File: src/rtl/ysyx_22040759_ifu_if.sv
// ysyx_22040759_ifu_if
//   Groups the fetch unit's handshake ports: the instruction-memory request and
//   response channel, the instruction hand-off to decode, and the redirect input
//   from execute.
//   master : the fetch unit (drives requests, instructions, fetch_misalign)
//   slave  : the environment (memory, decode, execute)
//
//   imem_req_valid/ready/addr : one-word fetch request, addr is the PC
//   imem_rsp_valid/data       : fetched word; memory never back-pressures it
//   inst_valid/ready, inst_o, pc_o : buffered instruction and its PC to decode
//   redirect_valid/pc         : one-cycle PC change from execute
//   fetch_misalign            : misaligned redirect target trapped
interface ysyx_22040759_ifu_if;
    logic        imem_req_valid;
    logic        imem_req_ready;
    logic [63:0] imem_req_addr;
    logic        imem_rsp_valid;
    logic [31:0] imem_rsp_data;
    logic        inst_valid;
    logic        inst_ready;
    logic [31:0] inst_o;
    logic [63:0] pc_o;
    logic        redirect_valid;
    logic [63:0] redirect_pc;
    logic        fetch_misalign;

    modport master (
        output imem_req_valid, imem_req_addr, inst_valid, inst_o, pc_o, fetch_misalign,
        input  imem_req_ready, imem_rsp_valid, imem_rsp_data, inst_ready,
               redirect_valid, redirect_pc
    );

    modport slave (
        input  imem_req_valid, imem_req_addr, inst_valid, inst_o, pc_o, fetch_misalign,
        output imem_req_ready, imem_rsp_valid, imem_rsp_data, inst_ready,
               redirect_valid, redirect_pc
    );
endinterface

File: src/rtl/ysyx_22040759_ifu.sv
// ysyx_22040759_ifu
//   Instruction fetch unit. Owns the PC, issues one word fetch at a time to
//   instruction memory, buffers the returned word and hands it with its PC to
//   decode. A redirect from execute reloads the PC and throws away any fetch
//   it made stale; a response for a request already in flight is swallowed
//   via the drop flag.
//
//   Ports: clk, rst_n (async, active low) and bus (ysyx_22040759_ifu_if.master).
//   Parameter RESET_PC: PC of the first fetch after reset.
//
//   Build option YSYX_22040759_IFU_MISALIGN_EN: when defined, a redirect to a
//   non word-aligned target parks the unit in TRAP with fetch_misalign high
//   until an aligned redirect arrives. When undefined, the low two target bits
//   are cleared and fetch_misalign is tied low.
module ysyx_22040759_ifu #(
    parameter logic [63:0] RESET_PC = 64'h0000_0000_8000_0000
) (
    input  logic                      clk,
    input  logic                      rst_n,
    ysyx_22040759_ifu_if.master       bus
);

    typedef enum logic [2:0] {
        S_IDLE = 3'd0,
        S_REQ  = 3'd1,
        S_WAIT = 3'd2,
        S_HOLD = 3'd3
`ifdef YSYX_22040759_IFU_MISALIGN_EN
        ,
        S_TRAP = 3'd4
`endif
    } state_e;

    state_e      state_q, state_d;
    logic [63:0] pc_q, pc_d;
    logic [31:0] inst_buf_q, inst_buf_d;
    logic        drop_q, drop_d;

    logic [63:0] redir_pc;
    logic        in_flight;
    logic        req_valid;
    logic        inst_valid;
    logic        misalign;

`ifdef YSYX_22040759_IFU_MISALIGN_EN
    logic        redir_misalign;
    assign redir_pc       = bus.redirect_pc;
    assign redir_misalign = (bus.redirect_pc[1:0] != 2'b00);
`else
    assign redir_pc       = bus.redirect_pc & ~64'h3;
`endif

    // A request is still owed a response after this edge: it is being
    // accepted now, or it is outstanding and its response is not here yet.
    always_comb begin
        in_flight = 1'b0;
        case (state_q)
            S_REQ:   in_flight = bus.imem_req_ready;
            S_WAIT:  in_flight = !bus.imem_rsp_valid;
`ifdef YSYX_22040759_IFU_MISALIGN_EN
            S_TRAP:  in_flight = drop_q && !bus.imem_rsp_valid;
`endif
            default: in_flight = 1'b0;
        endcase
    end

    // State register
    always_ff @(posedge clk or negedge rst_n) begin
        if (!rst_n) begin
            state_q    <= S_IDLE;
            pc_q       <= RESET_PC;
            inst_buf_q <= '0;
            drop_q     <= 1'b0;
        end else begin
            state_q    <= state_d;
            pc_q       <= pc_d;
            inst_buf_q <= inst_buf_d;
            drop_q     <= drop_d;
        end
    end

    // Next-state logic; a redirect overrides the normal flow everywhere but IDLE.
    always_comb begin
        state_d    = state_q;
        pc_d       = pc_q;
        inst_buf_d = inst_buf_q;
        drop_d     = drop_q;
        if (state_q != S_IDLE && bus.redirect_valid) begin
            pc_d   = redir_pc;
            // Any request still owed a response must have that response eaten.
            drop_d = in_flight;
`ifdef YSYX_22040759_IFU_MISALIGN_EN
            if (redir_misalign)  state_d = S_TRAP;
            else if (in_flight)  state_d = S_WAIT;
            else                 state_d = S_REQ;
`else
            state_d = in_flight ? S_WAIT : S_REQ;
`endif
        end else begin
            case (state_q)
                S_IDLE: state_d = S_REQ;
                S_REQ: begin
                    if (bus.imem_req_ready) state_d = S_WAIT;
                end
                S_WAIT: begin
                    if (bus.imem_rsp_valid) begin
                        if (drop_q) begin
                            drop_d  = 1'b0;
                            state_d = S_REQ;
                        end else begin
                            inst_buf_d = bus.imem_rsp_data;
                            state_d    = S_HOLD;
                        end
                    end
                end
                S_HOLD: begin
                    if (bus.inst_ready) begin
                        pc_d    = pc_q + 64'd4;
                        state_d = S_REQ;
                    end
                end
`ifdef YSYX_22040759_IFU_MISALIGN_EN
                // Parked; only soak up a stale response still on its way.
                S_TRAP: begin
                    if (drop_q && bus.imem_rsp_valid) drop_d = 1'b0;
                end
`endif
                default: state_d = S_IDLE;
            endcase
        end
    end

    // Outputs decoded from the current state
    always_comb begin
        req_valid  = 1'b0;
        inst_valid = 1'b0;
        misalign   = 1'b0;
        case (state_q)
            S_REQ:   req_valid  = 1'b1;
            S_HOLD:  inst_valid = 1'b1;
`ifdef YSYX_22040759_IFU_MISALIGN_EN
            S_TRAP:  misalign   = 1'b1;
`endif
            default: ;
        endcase
    end

    assign bus.imem_req_valid = req_valid;
    assign bus.imem_req_addr  = pc_q;
    assign bus.inst_valid     = inst_valid;
    assign bus.inst_o         = inst_buf_q;
    assign bus.pc_o           = pc_q;
    assign bus.fetch_misalign = misalign;

endmodule
File: src/flat_wrapper.sv
// flat-port wrapper written by rule: the top's interface ports become plain ports
module ysyx_22040759_ifu_flat 
#(
    parameter logic [63:0] RESET_PC = 64'h0000_0000_8000_0000
)
  (clk, rst_n, bus_imem_req_valid, bus_imem_req_addr, bus_inst_valid, bus_inst_o, bus_pc_o, bus_fetch_misalign, bus_imem_req_ready, bus_imem_rsp_valid, bus_imem_rsp_data, bus_inst_ready, bus_redirect_valid, bus_redirect_pc);
  ysyx_22040759_ifu_if bus_i ();
  input  logic clk;
  input  logic rst_n;
  output wire logic [$bits(bus_i.imem_req_valid)-1:0] bus_imem_req_valid;
  output wire logic [$bits(bus_i.imem_req_addr)-1:0] bus_imem_req_addr;
  output wire logic [$bits(bus_i.inst_valid)-1:0] bus_inst_valid;
  output wire logic [$bits(bus_i.inst_o)-1:0] bus_inst_o;
  output wire logic [$bits(bus_i.pc_o)-1:0] bus_pc_o;
  output wire logic [$bits(bus_i.fetch_misalign)-1:0] bus_fetch_misalign;
  input wire logic [$bits(bus_i.imem_req_ready)-1:0] bus_imem_req_ready;
  input wire logic [$bits(bus_i.imem_rsp_valid)-1:0] bus_imem_rsp_valid;
  input wire logic [$bits(bus_i.imem_rsp_data)-1:0] bus_imem_rsp_data;
  input wire logic [$bits(bus_i.inst_ready)-1:0] bus_inst_ready;
  input wire logic [$bits(bus_i.redirect_valid)-1:0] bus_redirect_valid;
  input wire logic [$bits(bus_i.redirect_pc)-1:0] bus_redirect_pc;
  assign bus_imem_req_valid = bus_i.imem_req_valid;
  assign bus_imem_req_addr = bus_i.imem_req_addr;
  assign bus_inst_valid = bus_i.inst_valid;
  assign bus_inst_o = bus_i.inst_o;
  assign bus_pc_o = bus_i.pc_o;
  assign bus_fetch_misalign = bus_i.fetch_misalign;
  assign bus_i.imem_req_ready = bus_imem_req_ready;
  assign bus_i.imem_rsp_valid = bus_imem_rsp_valid;
  assign bus_i.imem_rsp_data = bus_imem_rsp_data;
  assign bus_i.inst_ready = bus_inst_ready;
  assign bus_i.redirect_valid = bus_redirect_valid;
  assign bus_i.redirect_pc = bus_redirect_pc;
  ysyx_22040759_ifu #(.RESET_PC(RESET_PC)) u_core (.clk(clk), .rst_n(rst_n), .bus(bus_i));
endmodule
File: config.mk
export PLATFORM = sky130hd
export DESIGN_NAME = ysyx_22040759_ifu_flat
export DESIGN_NICKNAME = d
export VERILOG_FILES = /design/src/rtl/ysyx_22040759_ifu_if.sv /design/src/rtl/ysyx_22040759_ifu.sv /design/src/flat_wrapper.sv
export SDC_FILE = /design/constraint.sdc
export NUM_CORES = 1
export LEC_CHECK = 0
export BUFFER_PORTS_ARGS = -buffer_cell sky130_fd_sc_hd__clkbuf_2
export CAP_MARGIN = 15
export CORE_ASPECT_RATIO = 1.5
export CORE_MARGIN = 10
export CORE_UTILIZATION = 48
export DETAILED_ROUTE_END_ITERATION = 10
export PLACE_DENSITY = 0.8
export SETUP_SLACK_MARGIN = 0.1
export SYNTH_ARGS = -nofsm -noshare
export SYNTH_HDL_FRONTEND = slang
export SYNTH_SLANG_ARGS = --single-unit
File: constraint.sdc
create_clock -name clk -period 3.03 [get_ports clk]
set_input_delay 0.1515 -clock clk [delete_from_list [all_inputs] [get_ports clk]]
set_output_delay 0.1515 -clock clk [all_outputs]
set_load 0.05 [all_outputs]
# --- Word level (Yosys, flattened, before mapping) ---
# Cells that the tools add are included.
totals:
  input_bits: 102
  regBits: 100
  memories: 0
  word_cells: 41
  out_inout_bits: 163
  ramBits: 0
  latchBits: 0
  mem_bits_ro: 0
op_classes:
  div: 0
  n_addsub: 1
  n_reduce_logical: 12
  n_eq_ne: 6
  mux: 16
  bitwise: 2
  n_shift: 0
  multipliers: 0
  order_cmp: 0
op_table:
  columns: ["cell", "count"]
  rows:
  - ["two-way mux 64 bit", 3]
  - ["adder 64 x 3 -> 64 bit, second input constant", 1]
  - ["two-way mux 3 bit", 4]
  - ["one-hot mux 3 bit (4 select lines)", 1]
  - ["!= test 3 x 2 -> 1 bit, second input constant", 3]
  - ["nonzero test 2 bit", 4]
  - ["== test 3 x 2 -> 1 bit, second input constant", 2]
  - ["two-way mux 1 bit", 5]
  - ["two-way mux 2 bit", 2]
  - ["AND reduction 2 bit", 2]
  - ["AND reduction 4 bit", 1]
  - ["== test 3 x 1 -> 1 bit, second input constant", 1]
  - ["zero test 3 bit", 1]
  - ["AND reduction 3 bit", 1]
  - ["nonzero test 3 bit", 1]
  - ["inverter 1 bit", 2]
  - ["one-hot mux 1 bit (2 select lines)", 1]
  - ["logical AND 1 bit", 1]
  - ["zero test 1 bit", 1]

# --- Depth between registers and ports, before layout ---
logic_depth:
  depth_word: 4
  ltp_mapped: 8
  mapped_depth_nobuf: 7

# --- Least setup slack after synthesis ---
# No wires, ideal clock.
synth_timing:
  kind: "reg2reg"
  from: "reg u_core.state_q[0]"
  to: "reg u_core.pc_q[58], in the netlist u_core.bus.imem_req_addr[58]"
  period_less_slack_ps: 2820
  path_buffers: 2
  slack_ps: 210
  setup_time_ps: 124
  arrival_ps: 2696
  t_required_ps: 2906
  path_stages_with_launch: 9
  cell_sequence: "dfrtp_1 -> ha_1 -> and4_1 -> clkbuf_1 -> nand4_1 -> or4_1 -> clkbuf_1 -> mux2i_1 -> a211o_1"
synth_between:
  elab_chain_cells: 4
  elab_cells_between_ends: 7
  classes_between: "eq/ne (1); mux (1); reduce/logical (5)"
synth_lines:
  columns: ["element", "line", "text"]
  rows:
  - ["start, declared", "ysyx_22040759_ifu.sv:34", "state_e state_q, state_d;"]
  - ["start signal, assigned", "ysyx_22040759_ifu.sv:75", "state_q <= state_d;"]
  - ["nonzero test 3 bit", "ysyx_22040759_ifu.sv:88", "if (state_q != S_IDLE && bus.redirect_valid) begin"]
  - ["logical AND 1 bit", "ysyx_22040759_ifu.sv:88", null]
  - ["nonzero test 2 bit (no line)", null, null]
  - ["AND reduction 2 bit (no line)", null, null]
  - ["end signal, assigned", "ysyx_22040759_ifu.sv:76", "pc_q <= pc_d;"]
  - ["end, declared", "ysyx_22040759_ifu.sv:35", "logic [63:0] pc_q, pc_d;"]
# Several ways; a longest one is shown, not always the timed one.
# A chain may end at the register's enable or synchronous reset.

# --- Worst setup path in the final report ---
layout_timing:
  from: "reg u_core.pc_q[5], in the netlist u_core.bus.imem_req_addr[5]"
  to: "reg u_core.pc_q[51], in the netlist u_core.bus.imem_req_addr[51]"
layout_between:
  elab_chain_cells: 4
layout_lines:
  columns: ["element", "line", "text"]
  rows:
  - ["adder 64 x 3 -> 64 bit", "ysyx_22040759_ifu.sv:118", "pc_d = pc_q + 64'd4;"]
  - ["two-way mux 64 bit", "ysyx_22040759_ifu.sv:117", "if (bus.inst_ready) begin"]
  - ["two-way mux 64 bit", "ysyx_22040759_ifu.sv:100", "case (state_q)"]
  - ["two-way mux 64 bit", "ysyx_22040759_ifu.sv:88", null]
# No other way between the ends. The select of a mux whose other input is x is not followed.

==> run_results.csv <==
group,metric,value,unit
outcome,status,"finished, final reports clean",
sta,holdWs,1.09,ps
final_layout,area_growth_syn_to_layout,22.1,%
synthesis,syn_area_per_cell,9.16,µm²
cts,cts.sinks,97,
sta,max-slew-margin-rel,49.5,%
pwr,finalPower,0.00888,W
place,dp_hpwl,15.0,mm
synthesis,synth_top_area_share,41.0,%
global_route,antenna_found_initial,0,
synthesis,syn-instance-count,640,
sta,period_share,83.6,%
place,gp_congestion,0.867,
setup_path,crit_type,"register to register",
setup_path,endpoint_kind,"register",
global_route,grt_usage,21.3,%
global_route,grt_pass1_wl,28.9,mm
routing,routedWlPerCell,19.2,µm
sta,rsz0062_at_grt,"no",
synthesis,yosysMostFrequentCell,"dfrtp_1",
job,drv_cap,0,
synthesis,synthArstFlopShare,100,%
sta,clock_skew,6.91,ps
sta,setup_ws,497,ps
cts,htree_levels,3,
sta,setup_violations,0,
floorplanning,dieWidth,110,µm
routing,antenna_left,0,
floorplanning,start_util,49.0,%
sta,tightest_slew,751,ps
cts,cts_resized,0,
floorplanning,die_h,155,µm
final_layout,drive_gt1_share,39.9,%
global_route,grt_pass1_vias,5528,
pwr,p_per_area,1240,mW/mm²
final_layout,final_util,59.8,%
synthesis,synth-edff-count,0,
sta,slew_violations,0,
sta,fmax,395,MHz
setup_path,startpoint_type,"register",
floorplanning,fp.dieArea,0.0171,mm²
routing,wirelength,18.9,mm
routing,drt-initial-drc-count,400,
synthesis,yosysSeqAreaShare,41.4,%
synthesis,yosys.area.top_type,"dfrtp_1",
setup_path,path_max_fanout,12,
setup_path,cp.arrival,2800,ps
place,io_buffers,257,
synthesis,synth_area_leaders,"dfrtp_1, buf_4, mux2_2",
cts,numCtsBuffers,9,
floorplanning,num_io_pins,265,
place,preCtsSetupSlack,564,ps
synthesis,synth_commonest_cells,"dfrtp_1, nand2_1, buf_4",
floorplanning,core_region_area,0.0120,mm²
sta,fin_crit,2530,ps
pwr,ir_drop,641,µV
cts,cts_buffer_depth,2,
cts,postCtsSetupRepairBufs,0,
setup_path,critPathRequiredTime,3300,ps
routing,vias,5555,
worst_hold_path,hold_class,"primary input to register",
sta,fin_tns_setup,0,ps
final_layout,nets,933,
cts,cts_tree,"yes",
synthesis,synth_area,0.00586,mm²
routing,drc,0,
synthesis,ys_warn_count,0,
global_route,globalRouteOverflowTotal,0,
sta,final-hold-violation-count,0,
synthesis,ys_ff_latch,97,
pwr,leakagePower,3.37,nW
cts,clk_latency,350,ps
cts,clk_root_buffer_cell,"clkbuf_16",
final_layout,fillers,1137,
synthesis,ys.flop_type,"dfrtp_1",
floorplanning,rows,49,
synthesis,synth.distinct_cells,45,
global_route,grt_max_degree,58,
routing,drt-pass1-iter-count,5,
routing,drt-vias-per-instance,5.65,
final_layout,antenna_cells,0,
cts,clkTransAtPathRegs,70,ps
[final timing paths]
kind	endpoint	from	slack (ps)	depth (start not counted)
min in group asynchronous	u_core.bus.inst_o[17]	rst_n	340	2
worst max-delay path	u_core.bus.imem_req_addr[51]	u_core.bus.imem_req_addr[5]	500	5
max in group asynchronous	u_core.bus.inst_o[10]	rst_n	2000	3
worst max register to register	u_core.bus.imem_req_addr[51]	u_core.bus.imem_req_addr[5]	500	5
worst min register to register	u_core.bus.inst_o[13]	u_core.bus.inst_o[13]	510	1
worst min-delay path	u_core.bus.imem_req_addr[3]	bus_redirect_pc[3]	1	3
[sequential cells by signal, indices dropped and copies added (netlist names)]
| name | count |
|---|---|
| u_core.state_q | 2 |
| u_core.bus.imem_req_addr | 62 |
| u_core.drop_q | 1 |
| u_core.bus.inst_o | 32 |
[logic make-up (layout without fill, tap and decap cells)]
family	after synthesis	after routing	synth area share, %
and+or+nand+nor	266	266	24.7
buffers and inverters	112	298	11.5
DFF	97	97	41.4
AOI/OAI and AO/OA	82	82	8.07
muxes	41	41	7.71
xor gates and xnor gates	35	35	5.23
adders and majority gates	6	6	1.28
other	1	5	0.0640
[critical path, stage by stage, from the launching register on]
cell and delay (ps):
dfrtp_1 470, and4_1 530, and4_1 410, nand4_1 400, or3_1 480, a31oi_1 170
[per-layer routing]
metal	GRT usage, %	share of wire (%)	routed length [µm]
met5	0	0	0
met2	36.4	51	9650
met1	24.1	36	6830
met4	8.47	2.3	429
met3	5.79	11	1990
[where the power goes]
part | internal (W) | switching, W
Clock | 0.000649 | 0.000526
Sequential | 0.00181 | 0.000702
Combinational | 0.00117 | 0.00402
[through the flow]
stage	cells	cell area, µm²
after global placement	965	6830
final	983	7150
after floorplan	644	5870
after detailed placement	965	6830
after global routing	983	7150
after CTS	983	7150
[timing repair]
item	in CTS	in global routing
endpoints found under the setup margin	0	0
hold endpoints to repair	40	0
hold buffers	2	0
[cells in the final DEF (no fill, tap or decap), types with 3 or more instances in the layout]
master       n
clkbuf_2   256
dfrtp_1     96
nand2_1     72
o21ai_0     48
nand3_1     34
mux2_2      33
nand4_1     30
nor2_1      30
xnor2_1     24
nor4_1      20
a31oi_1     17
and4_1      14
and3_1      13
nor3_1      13
inv_1       12
or3_1       11
xor2_1      11
buf_4       11
clkbuf_16    9
and2_1       8
mux2i_1      8
ha_1         6
or4_1        5
conb_1       5
o31ai_1      4
a31o_2       4
a21oi_1      4
nand2b_1     3
[final cells by class]
class,count,area [µm²],share of cell area [%]
timing repair buffer,270,1400,19.6
clock inverter,7,77.6,1.08
inverter,12,45.0,0.630
sequential,97,2430,33.9
clock buffer,9,225,3.15
tap,153,191,2.68
multi-input combinational,435,2780,38.9
(Power assumes the default switching activity.)
